**config.mk**
```make
export PLATFORM = sky130hd
export DESIGN_NAME = pc_unit_flat
export DESIGN_NICKNAME = d
export VERILOG_FILES = /design/src/rtl/pc_unit_if.sv /design/src/rtl/pc_unit.sv /design/src/flat_wrapper.sv
export SDC_FILE = /design/constraint.sdc
export NUM_CORES = 1
export LEC_CHECK = 0
export CAP_MARGIN = 20
export CORE_UTILIZATION = 40
export CTS_BUF_LIST = sky130_fd_sc_hd__clkbuf_4 sky130_fd_sc_hd__clkbuf_8
export DETAILED_ROUTE_END_ITERATION = 8
export GPL_TIMING_DRIVEN = 1
export PLACE_DENSITY = 0.66
export SLEW_MARGIN = 20
export SYNTH_ARGS = -nofsm -noshare
export SYNTH_HDL_FRONTEND = slang
export SYNTH_SLANG_ARGS = --single-unit
```
**constraint.sdc**
```tcl
create_clock -name clk_pi -period 6.35 [get_ports clk_pi]
set_clock_uncertainty 0.2 [all_clocks]
set_input_delay 1.27 -clock clk_pi [delete_from_list [all_inputs] [get_ports clk_pi]]
set_output_delay 1.27 -clock clk_pi [all_outputs]
set_load 0.01 [all_outputs]
```
**src/rtl/pc_unit_if.sv**
```systemverilog
// Bundle between decode/branch resolution (master) and the program-counter unit (slave).
// Carries the per-cycle control requests in one direction and the PC/RAS status in the other.
interface pc_unit_if #(
  parameter int PC_W  = 16,
  parameter int BR_W  = 6,
  parameter int JMP_W = 12
);
  logic             clk_en_pi;
  logic             branch_taken_pi;
  logic [BR_W-1:0]  branch_immediate_pi;
  logic             jump_taken_pi;
  logic [JMP_W-1:0] jump_immediate_pi;
  logic             call_pi;
  logic             ret_pi;
  logic             halt_pi;
  logic [PC_W-1:0]  pc_po;
  logic             ras_empty_po;
  logic             ras_full_po;
  logic             ras_err_po;
  logic             halted_po;

  modport master (
    output clk_en_pi, branch_taken_pi, branch_immediate_pi, jump_taken_pi,
           jump_immediate_pi, call_pi, ret_pi, halt_pi,
    input  pc_po, ras_empty_po, ras_full_po, ras_err_po, halted_po
  );

  modport slave (
    input  clk_en_pi, branch_taken_pi, branch_immediate_pi, jump_taken_pi,
           jump_immediate_pi, call_pi, ret_pi, halt_pi,
    output pc_po, ras_empty_po, ras_full_po, ras_err_po, halted_po
  );
endinterface

```
**src/rtl/pc_unit.sv**
```systemverilog
// Fetch program counter with PC-relative branch/jump/call/return and a circular return-address stack.
// Optional halt support is compiled in when the macro PC_HALT_EN is defined.
module pc_unit #(
  parameter int PC_W        = 16,
  parameter int INSTR_BYTES = 2,
  parameter int BR_W        = 6,
  parameter int JMP_W       = 12,
  parameter int RAS_DEPTH   = 4,
  parameter int RESET_PC    = 0
) (
  input  logic     clk_pi,
  input  logic     reset_pi,
  pc_unit_if.slave bus
);
  localparam int CNT_W = $clog2(RAS_DEPTH + 1);
  localparam int PTR_W = (RAS_DEPTH > 1) ? $clog2(RAS_DEPTH) : 1;

  function automatic logic [PTR_W-1:0] ptr_inc(input logic [PTR_W-1:0] p);
    ptr_inc = (p == PTR_W'(RAS_DEPTH - 1)) ? PTR_W'(0) : p + PTR_W'(1);
  endfunction

  function automatic logic [PTR_W-1:0] ptr_dec(input logic [PTR_W-1:0] p);
    ptr_dec = (p == PTR_W'(0)) ? PTR_W'(RAS_DEPTH - 1) : p - PTR_W'(1);
  endfunction

  // The power-up value of the PC is all ones, ahead of any reset.
  logic [PC_W-1:0]  pc_r     = '1;
  logic [CNT_W-1:0] cnt_r    = '0;
  logic [PTR_W-1:0] ptr_r    = '0;
  logic             err_r    = 1'b0;
  logic             halted_r = 1'b0;
  logic             empty_r  = 1'b1;
  logic             full_r   = 1'b0;
  logic [PC_W-1:0]  ras_r [RAS_DEPTH];

  logic [PC_W-1:0]  pc_seq_s;
  logic [PC_W-1:0]  pc_br_s;
  logic [PC_W-1:0]  pc_jmp_s;
  logic [PC_W-1:0]  pc_s;
  logic [CNT_W-1:0] cnt_s;
  logic [PTR_W-1:0] ptr_s;
  logic             err_s;
  logic             halted_s;
  logic             push_s;
  logic             halt_req_s;

`ifdef PC_HALT_EN
  assign halt_req_s = bus.halt_pi;
`else
  assign halt_req_s = 1'b0;
`endif

  assign pc_seq_s = pc_r + PC_W'(INSTR_BYTES);
  assign pc_br_s  = pc_r + {{(PC_W-BR_W){bus.branch_immediate_pi[BR_W-1]}}, bus.branch_immediate_pi};
  assign pc_jmp_s = pc_r + {{(PC_W-JMP_W){bus.jump_immediate_pi[JMP_W-1]}}, bus.jump_immediate_pi};

  // Next-state selection: one prioritised action per enabled, non-halted cycle.
  always_comb begin
    pc_s     = pc_r;
    cnt_s    = cnt_r;
    ptr_s    = ptr_r;
    err_s    = err_r;
    halted_s = halted_r;
    push_s   = 1'b0;
    if (bus.clk_en_pi && !halted_r) begin
      if (halt_req_s) begin
        halted_s = 1'b1;
      end else if (bus.ret_pi) begin
        if (cnt_r != CNT_W'(0)) begin
          pc_s  = ras_r[ptr_dec(ptr_r)];
          ptr_s = ptr_dec(ptr_r);
          cnt_s = cnt_r - CNT_W'(1);
        end else begin
          pc_s  = pc_seq_s;
          err_s = 1'b1;
        end
      end else if (bus.call_pi) begin
        pc_s   = pc_jmp_s;
        push_s = 1'b1;
        ptr_s  = ptr_inc(ptr_r);
        // A full stack overwrites its oldest slot, which is exactly the next write slot.
        if (cnt_r == CNT_W'(RAS_DEPTH)) begin
          err_s = 1'b1;
        end else begin
          cnt_s = cnt_r + CNT_W'(1);
        end
      end else if (bus.jump_taken_pi) begin
        pc_s = pc_jmp_s;
      end else if (bus.branch_taken_pi) begin
        pc_s = pc_br_s;
      end else begin
        pc_s = pc_seq_s;
      end
    end else begin
      pc_s = pc_r;
    end
  end

  // Architectural state and registered status outputs.
  always_ff @(posedge clk_pi) begin
    if (reset_pi) begin
      pc_r     <= PC_W'(RESET_PC);
      cnt_r    <= CNT_W'(0);
      ptr_r    <= PTR_W'(0);
      err_r    <= 1'b0;
      halted_r <= 1'b0;
      empty_r  <= 1'b1;
      full_r   <= 1'b0;
    end else begin
      pc_r     <= pc_s;
      cnt_r    <= cnt_s;
      ptr_r    <= ptr_s;
      err_r    <= err_s;
      halted_r <= halted_s;
      empty_r  <= (cnt_s == CNT_W'(0));
      full_r   <= (cnt_s == CNT_W'(RAS_DEPTH));
    end
  end

  // Stack storage; contents are don't-care after reset, so no reset term is needed.
  always_ff @(posedge clk_pi) begin
    if (!reset_pi && push_s) begin
      ras_r[ptr_r] <= pc_seq_s;
    end
  end

  assign bus.pc_po        = pc_r;
  assign bus.ras_empty_po = empty_r;
  assign bus.ras_full_po  = full_r;
  assign bus.ras_err_po   = err_r;
  assign bus.halted_po    = halted_r;
endmodule

```
**src/flat_wrapper.sv**
```systemverilog
// flat-port wrapper written by rule: the top's interface ports become plain ports
module pc_unit_flat 
#(
  parameter int PC_W        = 16,
  parameter int INSTR_BYTES = 2,
  parameter int BR_W        = 6,
  parameter int JMP_W       = 12,
  parameter int RAS_DEPTH   = 4,
  parameter int RESET_PC    = 0
)
  (clk_pi, reset_pi, bus_clk_en_pi, bus_branch_taken_pi, bus_branch_immediate_pi, bus_jump_taken_pi, bus_jump_immediate_pi, bus_call_pi, bus_ret_pi, bus_halt_pi, bus_pc_po, bus_ras_empty_po, bus_ras_full_po, bus_ras_err_po, bus_halted_po);
  pc_unit_if #(.PC_W(PC_W), .BR_W(BR_W), .JMP_W(JMP_W)) bus_i ();
  input  logic clk_pi;
  input  logic reset_pi;
  input wire logic [$bits(bus_i.clk_en_pi)-1:0] bus_clk_en_pi;
  input wire logic [$bits(bus_i.branch_taken_pi)-1:0] bus_branch_taken_pi;
  input wire logic [$bits(bus_i.branch_immediate_pi)-1:0] bus_branch_immediate_pi;
  input wire logic [$bits(bus_i.jump_taken_pi)-1:0] bus_jump_taken_pi;
  input wire logic [$bits(bus_i.jump_immediate_pi)-1:0] bus_jump_immediate_pi;
  input wire logic [$bits(bus_i.call_pi)-1:0] bus_call_pi;
  input wire logic [$bits(bus_i.ret_pi)-1:0] bus_ret_pi;
  input wire logic [$bits(bus_i.halt_pi)-1:0] bus_halt_pi;
  output wire logic [$bits(bus_i.pc_po)-1:0] bus_pc_po;
  output wire logic [$bits(bus_i.ras_empty_po)-1:0] bus_ras_empty_po;
  output wire logic [$bits(bus_i.ras_full_po)-1:0] bus_ras_full_po;
  output wire logic [$bits(bus_i.ras_err_po)-1:0] bus_ras_err_po;
  output wire logic [$bits(bus_i.halted_po)-1:0] bus_halted_po;
  assign bus_i.clk_en_pi = bus_clk_en_pi;
  assign bus_i.branch_taken_pi = bus_branch_taken_pi;
  assign bus_i.branch_immediate_pi = bus_branch_immediate_pi;
  assign bus_i.jump_taken_pi = bus_jump_taken_pi;
  assign bus_i.jump_immediate_pi = bus_jump_immediate_pi;
  assign bus_i.call_pi = bus_call_pi;
  assign bus_i.ret_pi = bus_ret_pi;
  assign bus_i.halt_pi = bus_halt_pi;
  assign bus_pc_po = bus_i.pc_po;
  assign bus_ras_empty_po = bus_i.ras_empty_po;
  assign bus_ras_full_po = bus_i.ras_full_po;
  assign bus_ras_err_po = bus_i.ras_err_po;
  assign bus_halted_po = bus_i.halted_po;
  pc_unit #(.PC_W(PC_W), .INSTR_BYTES(INSTR_BYTES), .BR_W(BR_W), .JMP_W(JMP_W), .RAS_DEPTH(RAS_DEPTH), .RESET_PC(RESET_PC)) u_core (.clk_pi(clk_pi), .reset_pi(reset_pi), .bus(bus_i));
endmodule
```
# [Word-level counts from Yosys, hierarchy flattened]
# Memory sizes are Yosys's and may differ from the RTL's.
# Cells that the tools add are included.
[totals] regBits=24 latch_bits=0 ramBits=64 mem_bits_ro=0 in_bits=26 memories=1
[mem_list] memory="u_core.ras_r" depth=4 word_bits=16 read_ports=1 rd_clocked_by_memory_dff=0 write_ports=1 line_no="pc_unit.sv:34" rtl="logic [PC_W-1:0] ras_r [RAS_DEPTH];"
[classes] n_addsub=7 multipliers=0 div_mod_pow=0 n_lt_le_gt_ge=0 n_eq_ne=5 shifts=0 muxes=24 bitwise_logic=0 reduce_logical=9
[op_table] operator="16-bit 2-to-1 mux" n=5
[op_table] operator="16-bit adder" n=2
[op_table] operator="16-bit by 2-bit adder with 16-bit output (second input constant)" n=1
[op_table] operator="3-bit 2-to-1 mux" n=5
[op_table] operator="2-bit 2-to-1 mux" n=5
[op_table] operator="1-bit 2-to-1 mux" n=9
[op_table] operator="3-bit == test (second input constant)" n=2
[op_table] operator="4-bit AND reduction" n=1
[op_table] operator="2-bit nonzero test" n=2
[op_table] operator="3-bit by 1-bit adder with 3-bit output (second input constant)" n=1
[op_table] operator="3-bit logical NOT" n=1
[op_table] operator="3-bit AND reduction" n=1
[op_table] operator="3-bit nonzero test" n=1
[op_table] operator="3-bit by 1-bit subtractor with 3-bit output (second input constant)" n=1
[op_table] operator="2-bit by 1-bit adder with 2-bit output (second input constant)" n=1
[op_table] operator="2-bit == test (second input constant)" n=1
[op_table] operator="2-bit logical NOT" n=1
[op_table] operator="2-bit by 1-bit != test with 1-bit output (second input constant)" n=1
[op_table] operator="2-bit != test (second input constant)" n=1
[op_table] operator="2-bit by 1-bit subtractor with 2-bit output (second input constant)" n=1
[op_table] operator="1-bit logical AND" n=1
[op_table] operator="1-bit logical NOT" n=1

# [Longest topological paths before layout]
[depth] depth_word=6 mapped_depth=13

# [Worst setup path before layout]
# OpenSTA, ideal clock, no wires.
[synth_timing] path_kind="input port to flip-flop" from="input port bus_jump_immediate_pi[0]" to="register u_core.pc_r[14] (netlist: u_core.bus.pc_po[14])" setup_time_ps=91 arrival_ps=3361 required_time_ps=6059 setup_slack_ps=2698 path_stages=10 n_path_buf=0 path_cell_list="ha_1 > fa_1 > a211o_1 > a21oi_1 > o21ai_1 > a211o_1 > a311oi_1 > xnor2_1 > nand2_1 > a311oi_1"
[synth_between] elab_chain_len=4
[synth_lines] element="start, declared" line_no="flat_wrapper.sv:19" rtl="input wire logic [$bits(bus_i.jump_immediate_pi)-1:0] bus_jump_immediate_pi;"
[synth_lines] element="16-bit adder (*)" line_no="pc_unit.sv:55" rtl="assign pc_jmp_s = pc_r + {{(PC_W-JMP_W){bus.jump_immediate_pi[JMP_W-1]}}, bus.jump_immediate_pi};"
[synth_lines] element="16-bit 2-to-1 mux" line_no="pc_unit.sv:87" rtl="end else if (bus.jump_taken_pi) begin"
[synth_lines] element="16-bit 2-to-1 mux (*)" line_no="pc_unit.sv:77" rtl="end else if (bus.call_pi) begin"
[synth_lines] element="16-bit 2-to-1 mux (*)" line_no="pc_unit.sv:68" rtl="end else if (bus.ret_pi) begin"
[synth_lines] element="end signal, assigned" line_no="pc_unit.sv:102" rtl="pc_r <= PC_W'(RESET_PC);"
[synth_lines] element="end signal, assigned" line_no="pc_unit.sv:110" rtl="pc_r <= pc_s;"
[synth_lines] element="end, declared" line_no="pc_unit.sv:27" rtl="logic [PC_W-1:0] pc_r = '1;"
# Mark *: on every way between the ends. The rest lies on a longest branch, timed or not.
# A chain may end at the register's enable or synchronous reset.

# [Worst setup path after layout]
[layout_timing] from="input port bus_branch_immediate_pi[5]" to="register u_core.pc_r[11] (netlist: u_core.bus.pc_po[11])"
[layout_between] elab_chain_len=5
[layout_lines] element="start, declared" line_no="flat_wrapper.sv:17" rtl="input wire logic [$bits(bus_i.branch_immediate_pi)-1:0] bus_branch_immediate_pi;"
[layout_lines] element="16-bit adder" line_no="pc_unit.sv:54" rtl="assign pc_br_s = pc_r + {{(PC_W-BR_W){bus.branch_immediate_pi[BR_W-1]}}, bus.branch_immediate_pi};"
[layout_lines] element="16-bit 2-to-1 mux" line_no="pc_unit.sv:89" rtl="end else if (bus.branch_taken_pi) begin"
[layout_lines] element="16-bit 2-to-1 mux" line_no="pc_unit.sv:87"
[layout_lines] element="16-bit 2-to-1 mux" line_no="pc_unit.sv:77"
[layout_lines] element="16-bit 2-to-1 mux" line_no="pc_unit.sv:68"
# No other way between the ends.

==> results.txt <==
- Number of max-cap violations: 0
- First element of the critical path: bus_branch_immediate_pi[5]
- The worst setup path is of the in -> reg kind.
* Required time worst endpoint: 6.39 ns
- Summed over all layers, the global routing overflow is 0.
* Via density: 5.72
- Maximum vdd ir drop: 0.0859 mV
- The HPWL after detailed placement is 9.89 mm.
- Dpl cells: 767
- The post-route netlist has 7.63% of its cells at a drive strength greater than 1.
- Sequential area share after synthesis: 41.8%
* Clock root cell: clkbuf_8
* Horiz. Die Dim: 122 um
- The run finished with clean final reports.
- Total of cells resized after clock tree synthesis: 0
- Compared with the post-synthesis result, the final layout area differs by 12.8%.
- The floorplan has 43 rows.
- Clock input transition at the sequential cells of the worst setup and hold paths: 0.08 ns
- Setup violations remaining at the end of the flow were counted as 0.
- Cell area after layout: 6480 um2
- Counting I/O delays and the setup requirement, the final critical path takes 4.18 ns.
- TritonCTS clock tree: done
- Hold WC Path Type: reg -> reg
- Hold-fix buffers at CTS: 0
- The number of nets in the synthesized netlist is 634.
* Maximum fanout along the worst path: 11
* Via count: 4,481
- Ant diodes: 0
* Clock latency of the later-clocked register in the worst-skew pair: 0.37 ns
- Cts bufs inserted: 9
- For this run, the leading register cell type out of synthesis is edfxtp_1.
* Initial standard-cell utilization of the core: 41.2%
- DRC marker count from the first detailed-route iteration: 324
- Post-Synthesis Cell Area: 5740 um2
* Routed wire per std cell: 17.3 um
- The worst hold path begins at u_core.bus.ras_err_po.
- 46 I/O pins were placed.
- Global routing used 19.2% of the available tracks across all layers.
- In the finished design, the share of the clock period the worst path needs comes to 65.8%.
- Power density normalized to cell area: 234 nW/um2
* Cell count after synthesis: 568
- Worst relative slew slack: 28.2%
- DR pass1 iterations: 5
- ANT nets after route: 0
- H-Tree Level Count: 3
- Mean Syn Cell Area: 10.1 um2
- Share of synthesized registers carrying an async set or reset: 0%
* Area of placed instances: 6310 um2
* Placer's final routability congestion estimate: 0.880
- Once layout is complete, the cells apart from fillers number 783.
- The floorplan step defined a core boundary enclosing 13,900 um2.
- STA classifies the critical path startpoint as an input pin.
* Area of the die: 14,800 um2
* Pin count of the biggest net entering global routing: 39
- Input/output buffers: 43
- Number of setup buffers added after CTS: 0
- Count of state elements after synthesis: 88
- Buffers from clock root to sink, at most: 2
* Nets: 664
* Least-Margin Pin Slew: 1.08 ns
* Wire length of the first global-routing pass: 21.8 mm
- Final count of pins violating max slew: 0
- The startpoint identified for the worst register-to-register timing path is u_core.bus.pc_po[0].
* Die Ht: 122 um
- Setup repair after global routing left no endpoint under its margin.
* Final setup TNS: 0 ns
- Crit. End Element: flip-flop
* Count of flip-flops with a built-in enable after synthesis: 64
- Warnings from Yosys: 0
- The via count of the first global-routing pass is 4,215.
- Crit path DAT: 4.22 ns
- Summed over all cells, the static leakage comes to 0.00239 uW.
* Number of distinct library cells after synthesis: 67
* # DRC: 0
- Wires add up to 13.5 mm.
- The tree built by TritonCTS fans out to 88 sinks.
- Timing-limited maximum frequency: 239 MHz
- Number of endpoints with negative hold slack in the final report: 0
* Initial antenna violation count: 0
==> power by group <==
part	total (uW)	internal, uW	switching (uW)
Clock	344	141	203
Combinational	488	208	280
Sequential	681	648	33.8
Total	1510	997	516
==> per-layer routing <==
| metal | vias to the layer above | global-route usage (%) | part of all wire, % |
|---|---|---|---|
| li1 | 2217 | - | - |
| met1 | 2138 | 26.0 | 47 |
| met2 | 107 | 30.6 | 47 |
| met3 | 19 | 3.28 | 3.9 |
| met4 | 0 | 7.33 | 2.1 |
| met5 | - | 0 | 0 |
==> cells in the final DEF (no fill, tap or decap), drive strengths merged, types with 7 or more instances in the layout <==
cell type,n
o21ai,24
nand2,27
edfxtp,64
nor3,10
a21o,13
nor2b,15
xnor2,24
a21oi,49
o211ai,7
nand3,13
inv,19
xor2,15
a211oi,35
and3,10
clkbuf,9
ha,38
and2,10
clkdlybuf4s50,43
mux2i,17
dfxtp,24
nor2,44
==> worst max-delay path, cell delays in order <==
cell             delay [ns]
clkdlybuf4s50_1        0.67
ha_1                   0.37
or2_2                  0.32
a221oi_1               0.32
o2bb2ai_1              0.14
o21ai_1                0.27
nor2b_1                0.21
xnor2_1                0.13
a31oi_1                0.11
a2111oi_1              0.40
==> flip-flops by register name (all words and copies together), names as in the netlist <==
signal,cells
u_core.bus.ras_full_po,1
u_core.bus.pc_po,16
u_core.cnt_r,3
u_core.bus.ras_empty_po,1
u_core.ras_r,64
u_core.ptr_r,2
u_core.bus.ras_err_po,1
==> per-stage QoR <==
stage	setup WS [ns]	utilization [%]	power [uW]	hold slack [ns]
after floorplan	2.70	-	1030	0.298
after global placement	1.93	45.3	1160	0.262
after detailed placement	1.87	45.3	1180	0.276
after CTS	2.25	46.5	1520	0.298
after global routing	2.09	46.5	1590	0.308
final	2.17	46.5	1510	0.291
==> final timing paths <==
path,depth (start not counted),end,slack (ns)
worst max-delay path,10,u_core.bus.pc_po[11],2.17
worst min-delay path,2,u_core.bus.ras_err_po,0.29
worst max register to register,10,u_core.bus.pc_po[14],3.15
worst min register to register,2,u_core.bus.ras_err_po,0.29
==> synthesized netlist by cell type (14+ instances only) <==
cell type | instances | share of area [%]
edfxtp_1 | 64 | 33
a21oi_1 | 46 | 4.0
nor2_1 | 44 | 2.9
ha_1 | 38 | 8.3
a211oi_1 | 35 | 4.6
nand2_1 | 27 | 1.8
dfxtp_1 | 24 | 8.4
xnor2_1 | 24 | 3.7
o21ai_0 | 21 | 1.8
inv_1 | 18 | 1.2
mux2i_1 | 17 | 3.0
clkbuf_1 | 16 | 1.0
nor2b_1 | 15 | 1.6
xor2_1 | 14 | 2.1
==> final cells by class <==
class,instances,area [um2]
well taps,180,225
clock buffers,9,124
flip-flops and latches,88,2400
repair buffers,48,468
inverters,18,67.6
clock inverters,7,46.3
fillers,1238,7450
multi-input cells,433,3150
==> kinds of logic after synthesis <==
kind of cell / after synthesis / share of synthesized area [%]
multiplexers: 24 / 4.53
flip-flops: 88 / 41.8
XOR/XNOR: 39 / 6.08
adder cells (fa/ha/maj): 40 / 8.97
AND/OR/NAND/NOR: 149 / 13.2
other: 1 / 0.0653
AO/OA/AOI/OAI: 180 / 21.8
buffers and inverters: 47 / 3.44
No activity file was read; power rests on OpenSTA's default activity.
